$ cat config.mk
export PLATFORM = sky130hd
export DESIGN_NAME = mem_wb_ldst
export DESIGN_NICKNAME = d
export VERILOG_FILES = /design/src/rtl/mem_wb_ldst_pkg.sv /design/src/rtl/mem_wb_ldst_load_align.sv /design/src/rtl/mem_wb_ldst.sv
export SDC_FILE = /design/constraint.sdc
export NUM_CORES = 1
export LEC_CHECK = 0
export BUFFER_PORTS_ARGS = -buffer_cell sky130_fd_sc_hd__buf_2
export CAP_MARGIN = 20
export CORE_MARGIN = 3
export CORE_UTILIZATION = 25
export CTS_CLUSTER_SIZE = 20
export DETAILED_ROUTE_END_ITERATION = 8
export MAX_ROUTING_LAYER = met4
export SYNTH_ARGS = -nofsm -noshare
export SYNTH_HDL_FRONTEND = slang
export SYNTH_HIERARCHICAL = 1
export SYNTH_SLANG_ARGS = --single-unit
$ cat constraint.sdc
create_clock -name clk -period 1.53 [get_ports clk]
set_input_delay 0.306 -clock clk [delete_from_list [all_inputs] [get_ports clk]]
set_output_delay 0.306 -clock clk [all_outputs]
set_load 0.03 [all_outputs]
$ cat src/rtl/mem_wb_ldst_pkg.sv
// rtl/mem_wb_ldst_pkg.sv - shared RV32I types for the load/store unit and MEM/WB register
//
// Purpose: control-word struct, load/store funct3 encodings, opcode constants
//          and a small address helper used by the load/store datapath.
// Ports:   none (package).
package mem_wb_ldst_pkg;

    typedef enum logic [2:0] {
        lb  = 3'b000,
        lh  = 3'b001,
        lw  = 3'b010,
        lbu = 3'b100,
        lhu = 3'b101
    } load_funct3_t;

    typedef enum logic [2:0] {
        sb = 3'b000,
        sh = 3'b001,
        sw = 3'b010
    } store_funct3_t;

    typedef struct packed {
        logic [6:0] opcode;
        logic [2:0] funct3;
        logic       load_regfile;
    } rv32i_control_word;

    localparam logic [6:0] op_load  = 7'b0000011;
    localparam logic [6:0] op_store = 7'b0100011;
    localparam logic [6:0] op_imm   = 7'b0010011;
    localparam logic [6:0] op_reg   = 7'b0110011;

    // The cache is addressed by word; the byte offset travels separately.
    function automatic logic [31:0] word_align(input logic [31:0] addr);
        return {addr[31:2], 2'b00};
    endfunction

endpackage

$ cat src/rtl/mem_wb_ldst_load_align.sv
// rtl/mem_wb_ldst_load_align.sv - combinational load data alignment and extension
//
// Purpose: shift the returned cache word down by the byte offset and
//          sign/zero-extend it according to the load funct3.
// Ports:   i_rdata  - raw cache word
//          i_offset - byte offset of the access within the word
//          i_funct3 - load funct3 (lb/lh/lw/lbu/lhu)
//          o_data   - aligned, extended load result
module load_align
    import mem_wb_ldst_pkg::*;
(
    input  logic [31:0] i_rdata,
    input  logic [1:0]  i_offset,
    input  logic [2:0]  i_funct3,
    output logic [31:0] o_data
);

    logic [31:0] w_shifted;

    // Misaligned halfwords are not trapped: bytes beyond the word read as zero.
    assign w_shifted = i_rdata >> {i_offset, 3'b000};

    always_comb begin
        o_data = w_shifted;
        case (load_funct3_t'(i_funct3))
            lb:      o_data = {{24{w_shifted[7]}}, w_shifted[7:0]};
            lbu:     o_data = {24'h0, w_shifted[7:0]};
            lh:      o_data = {{16{w_shifted[15]}}, w_shifted[15:0]};
            lhu:     o_data = {16'h0, w_shifted[15:0]};
            lw:      o_data = w_shifted;
            default: o_data = w_shifted;
        endcase
    end

endmodule

$ cat src/rtl/mem_wb_ldst.sv
// rtl/mem_wb_ldst.sv - load/store access unit and MEM/WB pipeline register
//
// Purpose: issues data-cache requests for MEM-stage loads/stores, stalls the
//          pipe until the cache responds, aligns load data and registers
//          everything the WB stage needs.
// Ports:   clk, rst                 - clock, synchronous active-high reset
//          mem_*_i                  - MEM stage instruction, address, data, control
//          flush_i                  - kill the current MEM instruction
//          stall_o                  - freeze IF..MEM this cycle
//          dmem_*_o / dmem_*_i      - data-cache request / response
//          wb_*_o                   - registered WB stage state
module mem_wb_ldst
    import mem_wb_ldst_pkg::*;
#(
    parameter int width = 32
) (
    input  logic              clk,
    input  logic              rst,
    input  logic              mem_valid_i,
    input  logic              mem_read_i,
    input  logic              mem_write_i,
    input  logic [width-1:0]  mem_addr_i,
    input  logic [width-1:0]  mem_wdata_i,
    input  logic [3:0]        mem_byte_en_i,
    input  rv32i_control_word mem_ctrl_word_i,
    input  logic [4:0]        mem_rd_i,
    input  logic [width-1:0]  mem_alu_out_i,
    input  logic [width-1:0]  mem_pc_plus4_i,
    input  logic [width-1:0]  mem_instr_i,
    input  logic              flush_i,
    output logic              stall_o,
    output logic              dmem_read_o,
    output logic              dmem_write_o,
    output logic [width-1:0]  dmem_address_o,
    output logic [width-1:0]  dmem_wdata_o,
    output logic [3:0]        dmem_mbe_o,
    input  logic              dmem_resp_i,
    input  logic [width-1:0]  dmem_rdata_i,
    output logic              wb_valid_o,
    output rv32i_control_word wb_ctrl_word_o,
    output logic [4:0]        wb_rd_o,
    output logic [width-1:0]  wb_alu_out_o,
    output logic [width-1:0]  wb_load_data_o,
    output logic [width-1:0]  wb_pc_plus4_o,
    output logic [width-1:0]  wb_instr_o
);

    typedef enum logic {IDLE, BUSY} state_t;

    state_t            r_state;
    logic              r_dmem_read;
    logic              r_dmem_write;
    logic [width-1:0]  r_dmem_address;
    logic [width-1:0]  r_dmem_wdata;
    logic [3:0]        r_dmem_mbe;
    logic [1:0]        r_offset;
    logic [2:0]        r_funct3;
    logic              r_kill;

    logic              r_wb_valid;
    rv32i_control_word r_wb_ctrl_word;
    logic [4:0]        r_wb_rd;
    logic [width-1:0]  r_wb_alu_out;
    logic [width-1:0]  r_wb_load_data;
    logic [width-1:0]  r_wb_pc_plus4;
    logic [width-1:0]  r_wb_instr;

    logic              w_access;
    logic              w_issue;
    logic              w_resp;
    logic              w_stall;
    logic [31:0]       w_load_data;

    assign w_access = mem_valid_i & (mem_read_i | mem_write_i);
    assign w_issue  = (r_state == IDLE) & w_access & ~flush_i;
    assign w_resp   = (r_state == BUSY) & dmem_resp_i;
    assign w_stall  = (r_state == IDLE) ? w_issue : ~dmem_resp_i;

    // Offset and funct3 are taken from the issue-time registers so the
    // extraction is independent of whatever sits on the MEM inputs at resp.
    load_align u_load_align (
        .i_rdata  (dmem_rdata_i),
        .i_offset (r_offset),
        .i_funct3 (r_funct3),
        .o_data   (w_load_data)
    );

    always_ff @(posedge clk) begin
        if (rst) begin
            r_state        <= IDLE;
            r_dmem_read    <= 1'b0;
            r_dmem_write   <= 1'b0;
            r_dmem_address <= '0;
            r_dmem_wdata   <= '0;
            r_dmem_mbe     <= '0;
            r_offset       <= '0;
            r_funct3       <= '0;
            r_kill         <= 1'b0;
            r_wb_valid     <= 1'b0;
            r_wb_ctrl_word <= '0;
            r_wb_rd        <= '0;
            r_wb_alu_out   <= '0;
            r_wb_load_data <= '0;
            r_wb_pc_plus4  <= '0;
            r_wb_instr     <= '0;
        end else begin
            case (r_state)
                IDLE: begin
                    if (w_issue) begin
                        r_dmem_address <= word_align(mem_addr_i);
                        r_dmem_wdata   <= mem_wdata_i << {mem_addr_i[1:0], 3'b000};
                        r_dmem_mbe     <= mem_byte_en_i;
                        // A combined read+write is treated as a pure store.
                        r_dmem_write   <= mem_write_i;
                        r_dmem_read    <= mem_read_i & ~mem_write_i;
                        r_offset       <= mem_addr_i[1:0];
                        r_funct3       <= mem_ctrl_word_i.funct3;
                        r_kill         <= 1'b0;
                        r_state        <= BUSY;
                    end
                end
                BUSY: begin
                    // The cache cannot be aborted; a flush only marks the
                    // result so it retires as a bubble.
                    if (flush_i) begin
                        r_kill <= 1'b1;
                    end
                    if (dmem_resp_i) begin
                        r_dmem_read  <= 1'b0;
                        r_dmem_write <= 1'b0;
                        r_kill       <= 1'b0;
                        r_state      <= IDLE;
                    end
                end
                default: r_state <= IDLE;
            endcase

            if (w_stall) begin
                r_wb_valid                  <= 1'b0;
                r_wb_ctrl_word.load_regfile <= 1'b0;
            end else begin
                r_wb_valid     <= mem_valid_i & ~flush_i & ~((r_state == BUSY) & r_kill);
                r_wb_ctrl_word <= mem_ctrl_word_i;
                r_wb_rd        <= mem_rd_i;
                r_wb_alu_out   <= mem_alu_out_i;
                r_wb_pc_plus4  <= mem_pc_plus4_i;
                r_wb_instr     <= mem_instr_i;
                r_wb_load_data <= (w_resp & r_dmem_read) ? w_load_data : '0;
            end
        end
    end

    assign stall_o        = w_stall;
    assign dmem_read_o    = r_dmem_read;
    assign dmem_write_o   = r_dmem_write;
    assign dmem_address_o = r_dmem_address;
    assign dmem_wdata_o   = r_dmem_wdata;
    assign dmem_mbe_o     = r_dmem_mbe;
    assign wb_valid_o     = r_wb_valid;
    assign wb_ctrl_word_o = r_wb_ctrl_word;
    assign wb_rd_o        = r_wb_rd;
    assign wb_alu_out_o   = r_wb_alu_out;
    assign wb_load_data_o = r_wb_load_data;
    assign wb_pc_plus4_o  = r_wb_pc_plus4;
    assign wb_instr_o     = r_wb_instr;

endmodule

### Word level (Yosys, flattened, before mapping)

Index checks and enable logic that the tools add are counted.

| storage, ports and cells | value |
|---|---|
| flip-flop bits (word level) | 220 |
| input bits | 219 |
| logic and storage cells | 61 |

| cells by class | value |
|---|---|
| equal/unequal tests | 6 |
| shift operators | 2 |
| mux-type cells | 15 |
| bitwise logic cells | 15 |
| reductions and logical operators | 5 |

Operators by type and width:

| kind | count |
|---|---|
| 32-bit one-hot mux with 4 select lines | 1 |
| 32-bit two-way mux | 1 |
| 32-bit by 5-bit << shifter with 32-bit output | 1 |
| 32-bit by 5-bit >> shifter with 32-bit output | 1 |
| 1-bit bitwise AND | 9 |
| 1-bit two-way mux | 9 |
| 1-bit one-hot mux with 2 select lines | 4 |
| 3-bit equality test (second input constant) | 2 |
| 2-bit AND reduction | 3 |
| 1-bit NOT | 5 |
| 2-bit != test (second input constant) | 2 |
| 3-bit by 1-bit equality test with 1-bit output (second input constant) | 1 |
| 3-bit logical NOT | 1 |
| 3-bit != test (second input constant) | 1 |
| 2-bit OR reduction | 1 |
| 1-bit OR | 1 |

### Depth between registers and ports, before layout

| logic depth | value |
|---|---|
| depth in word-level cells | 6 |
| mapped depth | 7 |

### By module

Netlist, hierarchy kept.

Modules (own cells, without submodules):

| module | instances | cells an instance | area an instance (µm²) | seq. area each (µm²) |
|---|---|---|---|---|
| mem_wb_ldst | 1 | 945 | 7906.3 | 4404.2 |
| load_align | 1 | 107 | 694.4 | 0.0 |

### Least setup slack after synthesis

No wires, ideal clock.

| path | value |
|---|---|
| kind | flip-flop to flip-flop |
| start | register r_offset[0] |
| end | register r_wb_load_data[10] (netlist: wb_load_data_o[10]) |
| setup time | 0.117 ns |
| data arrival time | 1.375 ns |
| data required time | 1.413 ns |
| slack | 0.039 ns |
| cell stages (with the launch flop) | 8 |
| buffers on the path | 2 |
| period minus slack after synthesis | 1.491 ns |
| path through | dfxtp_1 buf_6 buf_2 mux2i_1 nor2_1 a211oi_1 nor2_1 a22o_1 |

| between the ends | value |
|---|---|
| cells in the longest elaborated chain, start to end | 3 |

RTL lines:

| what | line | source |
|---|---|---|
| start, declared | mem_wb_ldst.sv:56 | `logic [1:0] r_offset;` |
| start signal, assigned | mem_wb_ldst.sv:116 | `r_offset <= mem_addr_i[1:0];` |
| 32-bit by 5-bit >> shifter with 32-bit output | mem_wb_ldst_load_align.sv:21 | `assign w_shifted = i_rdata >> {i_offset, 3'b000};` |
| 32-bit one-hot mux with 4 select lines | mem_wb_ldst_load_align.sv:25 | `case (load_funct3_t'(i_funct3))` |
| net w_load_data[10] | mem_wb_ldst.sv:72 | `logic [31:0] w_load_data;` |
| 32-bit two-way mux | mem_wb_ldst.sv:148 | `r_wb_load_data <= (w_resp & r_dmem_read) ? w_load_data : '0;` |
| end signal, assigned | mem_wb_ldst.sv:148 |  |
| end, declared | mem_wb_ldst.sv:64 | `logic [width-1:0] r_wb_load_data;` |

The timed path passes the listed nets, and every way through them passes these cells.
A chain may end at the register's enable or synchronous reset.

### Worst setup path after layout

| path | value |
|---|---|
| start | register r_state |
| end | output port stall_o |

| between the ends | value |
|---|---|
| cells in the longest elaborated chain, start to end | 4 |

RTL lines:

| what | line | source |
|---|---|---|
| start, declared | mem_wb_ldst.sv:50 | `state_t r_state;` |
| start signal, assigned | mem_wb_ldst.sv:90 | `r_state <= IDLE;` |
| start signal, assigned | mem_wb_ldst.sv:119 | `r_state <= BUSY;` |
| start signal, assigned | mem_wb_ldst.sv:132 | `r_state <= IDLE;` |
| 1-bit NOT (no line) | n/a |  |
| 1-bit bitwise AND (2 in a row) | mem_wb_ldst.sv:75 | `assign w_issue = (r_state == IDLE) & w_access & ~flush_i;` |
| 1-bit two-way mux (*) | mem_wb_ldst.sv:77 | `assign w_stall = (r_state == IDLE) ? w_issue : ~dmem_resp_i;` |
| end, declared | mem_wb_ldst.sv:31 | `output logic stall_o,` |

Mark *: on every way between the ends. The rest lies on a longest branch, timed or not.

==> flow_metrics.tcl <==
set metrics [dict create \
    layout_common_cells "buf_2 (429), nand2_1 (350), dfxtp_1 (217)" \
    num_rows 67 \
    fin_crit_sh 1.117 \
    synth_cell_types 36 \
    final_nets 1738 \
    ys_seq_area_frac 0.5121 \
    slew_headroom 0.5804 \
    viasPerCell 4.569 \
    antenna_found_initial 1 \
    track_usage 0.1656 \
    first_global_vias 8423 \
    clk_latency_ps 520 \
    dr.pass1.iters 5 \
    yosys_warnings 6 \
    ios 435 \
    dieArea_um2 36660 \
    synth-xor-area-share 0 \
    cts_tree "yes" \
    cp-end-kind "primary output" \
    vdd_ir_drop_max_uv 730.0 \
    ys_ff_latch 220 \
    p_total_mw 14.72 \
    finalClockSkew_ps 18.14 \
    flow.area_growth_from_synthesis_pct 50.17 \
    synth_top_family_by_area "simple AND/OR/NAND/NOR gates" \
    p_per_area_nw_per_um2 1139 \
    dpl.hpwl_um 23450 \
    violations "setup timing" \
    wl_per_cell_um 16.48 \
    start_kind "flop" \
    die_h_um 191.5 \
    ant_nets 0 \
    postSynthAreaPerCell_um2 8.176 \
    rsz0062_at_grt "yes" \
    cp_data_arrival_time_ps 1400 \
    run_status "finished, violations left" \
    numClockSinks 220 \
    final.fill_count 3546 \
    p_leak_nw 6.057 \
    crit_type "reg2out" \
    regArea_um2 4410 \
    drv_cap 0 \
    clock_path_buffers 3 \
    hp-class "in2reg" \
    holdPathStages 3 \
    drc 0 \
    cts_root_buf "clkbuf_16" \
    finalCriticalPeriod_ps 1709 \
    cts-htree-levels 1 \
    finalSetupViolCount 93 \
    multi_input_comb_area_um2 3966 \
    grt-ovfl-total 0 \
    syn_inst 1052 \
    slew_viol_final 0 \
    critPathMaxFanout 3 \
    grt_max_degree 55 \
    synth_fa_ha_area_frac 0 \
    final-hold-violation-count 0 \
    max_freq_mhz 585.3 \
    place.gp.congestion 0.8606 \
    die_w_um 191.5 \
    drt-initial-drc-count 434 \
    synth_compound_area_frac 0.1769 \
    cts_buffers 25 \
    core_area_um2 33700 \
    port_buffers 432 \
    wl_um 32690 \
    clkTransAtPathRegs_ps 60 \
    final_common_cell "buf_2" \
    hold_slack_ps 28.51 \
    vias 9065 \
    cp.required_ps 1220 \
    synthMuxAreaShare 0.05237 \
    drive_gt1_frac 0.3889 \
    worst_slew_pin_slew_ps 629.4 \
    yosys.area_share.simple 0.2086 \
    initial_utilization 0.2552 \
    synth.cell_area_um2 8601 \
    grt_pass1_wl_um 47250 \
    layout_setup_ws_ps -178.7 \
    dpl_worst_slack_ps -338.9 \
    r2r_cells 6 \
]
## cell type report
| type | instances | share of cell area |
|---|---|---|
| Timing Repair Buffer | 523 | 0.2451 |
| Tap cell | 448 | 0.04340 |
| Clock inverter | 8 | 0.007362 |
| Clock buffer | 35 | 0.05444 |
| Multi-Input combinational cell | 747 | 0.3071 |
| Inverter | 2 | 0.0009687 |
| Sequential cell | 220 | 0.3415 |
| Antenna cell | 1 | 0.0001937 |
## logic make-up (layout without fill, tap and decap cells)
group | Yosys count | after routing
mux | 44 | 44
flops | 220 | 220
compound gates | 260 | 260
other cells | 1 | 3
simple gates | 439 | 441
buf+inv | 88 | 568
## power by group
group | internal, mW | switching, mW | total, mW | leakage (nW)
Sequential | 6.02 | 0.155 | 6.18 | 1.81
Clock | 3.52 | 2.36 | 5.88 | 0.388
Combinational | 0.994 | 1.67 | 2.66 | 3.86
Total | 10.5 | 4.18 | 14.7 | 6.06
## cell usage after synthesis, drive strengths merged
library cell / number / area [µm²]
conb: 1 / 3.750
nand3b: 10 / 75.07
nor2: 37 / 141.4
a22o: 32 / 280.3
a2111oi: 1 / 8.760
o21ai: 16 / 87.59
nand2b: 4 / 42.55
mux2i: 36 / 360.4
a311oi: 1 / 15.01
nor3: 9 / 45.04
a21oi: 183 / 915.9
buf: 50 / 284.0
clkbuf: 36 / 135.1
o211ai: 9 / 72.57
mux2: 8 / 90.09
a211oi: 15 / 112.6
a21boi: 1 / 11.26
nor2b: 8 / 50.05
nand2: 350 / 1314
nand3: 10 / 50.05
or3: 9 / 56.30
o31a: 1 / 10.01
dfxtp: 220 / 4404
a22oi: 1 / 7.510
nor3b: 2 / 20.02
inv: 2 / 7.500
## critical path, stage by stage, from the launching register on
cell and delay [ps]:
dfxtp_2 330, o31a_4 370, clkinv_4 70, buf_8 120
## registers in the layout, indices dropped and copies added, names as in the netlist, 2 cells and up
name / flops
wb_load_data_o: 32
dmem_mbe_o: 4
wb_rd_o: 5
wb_alu_out_o: 32
wb_pc_plus4_o: 32
wb_ctrl_word_o: 11
r_offset: 2
dmem_address_o: 30
wb_instr_o: 32
dmem_wdata_o: 32
r_funct3: 3
## repair_timing
action                                 CTS  global route
endpoints found under the hold margin   12             0
gates cloned                             2             4
setup buffers                            2             6
setup endpoints to repair              104           136
pin swaps                                6            17
hold buffers                            12             0
gates resized for setup                 33            26
## path summary, 6_finish.rpt
path                        start                  to  slack [ps]
setup / recovery          r_state             stall_o        -180
hold / removal     mem_instr_i[3]       wb_instr_o[3]          30
setup reg to reg      r_offset[0]  wb_load_data_o[11]        -110
hold reg to reg   dmem_wdata_o[1]     dmem_wdata_o[1]         450
## stage by stage
| stage | utilization | cell area, µm² | cells | TNS [ps] |
|---|---|---|---|---|
| finish | 0.3833 | 12920 | 1984 | -2631 |
| CTS | 0.3758 | 12660 | 1974 | -10550 |
| detailed placement | 0.3446 | 11610 | 1915 | -33900 |
| global placement | 0.3446 | 11610 | 1915 | -26160 |
| global route | 0.3833 | 12920 | 1984 | -15330 |
| floorplan | - | 8605 | 1053 | 0 |
## routing by layer
layer | vias up | GRT usage | share of wire
met1 | 4195 | 0.2056 | 0.41
met5 | - | - | 0
li1 | 4462 | - | -
met2 | 345 | 0.2777 | 0.49
met4 | 0 | 0.04742 | 0.029
met3 | 63 | 0.02787 | 0.068
No activity file was read; power rests on OpenSTA's default activity.
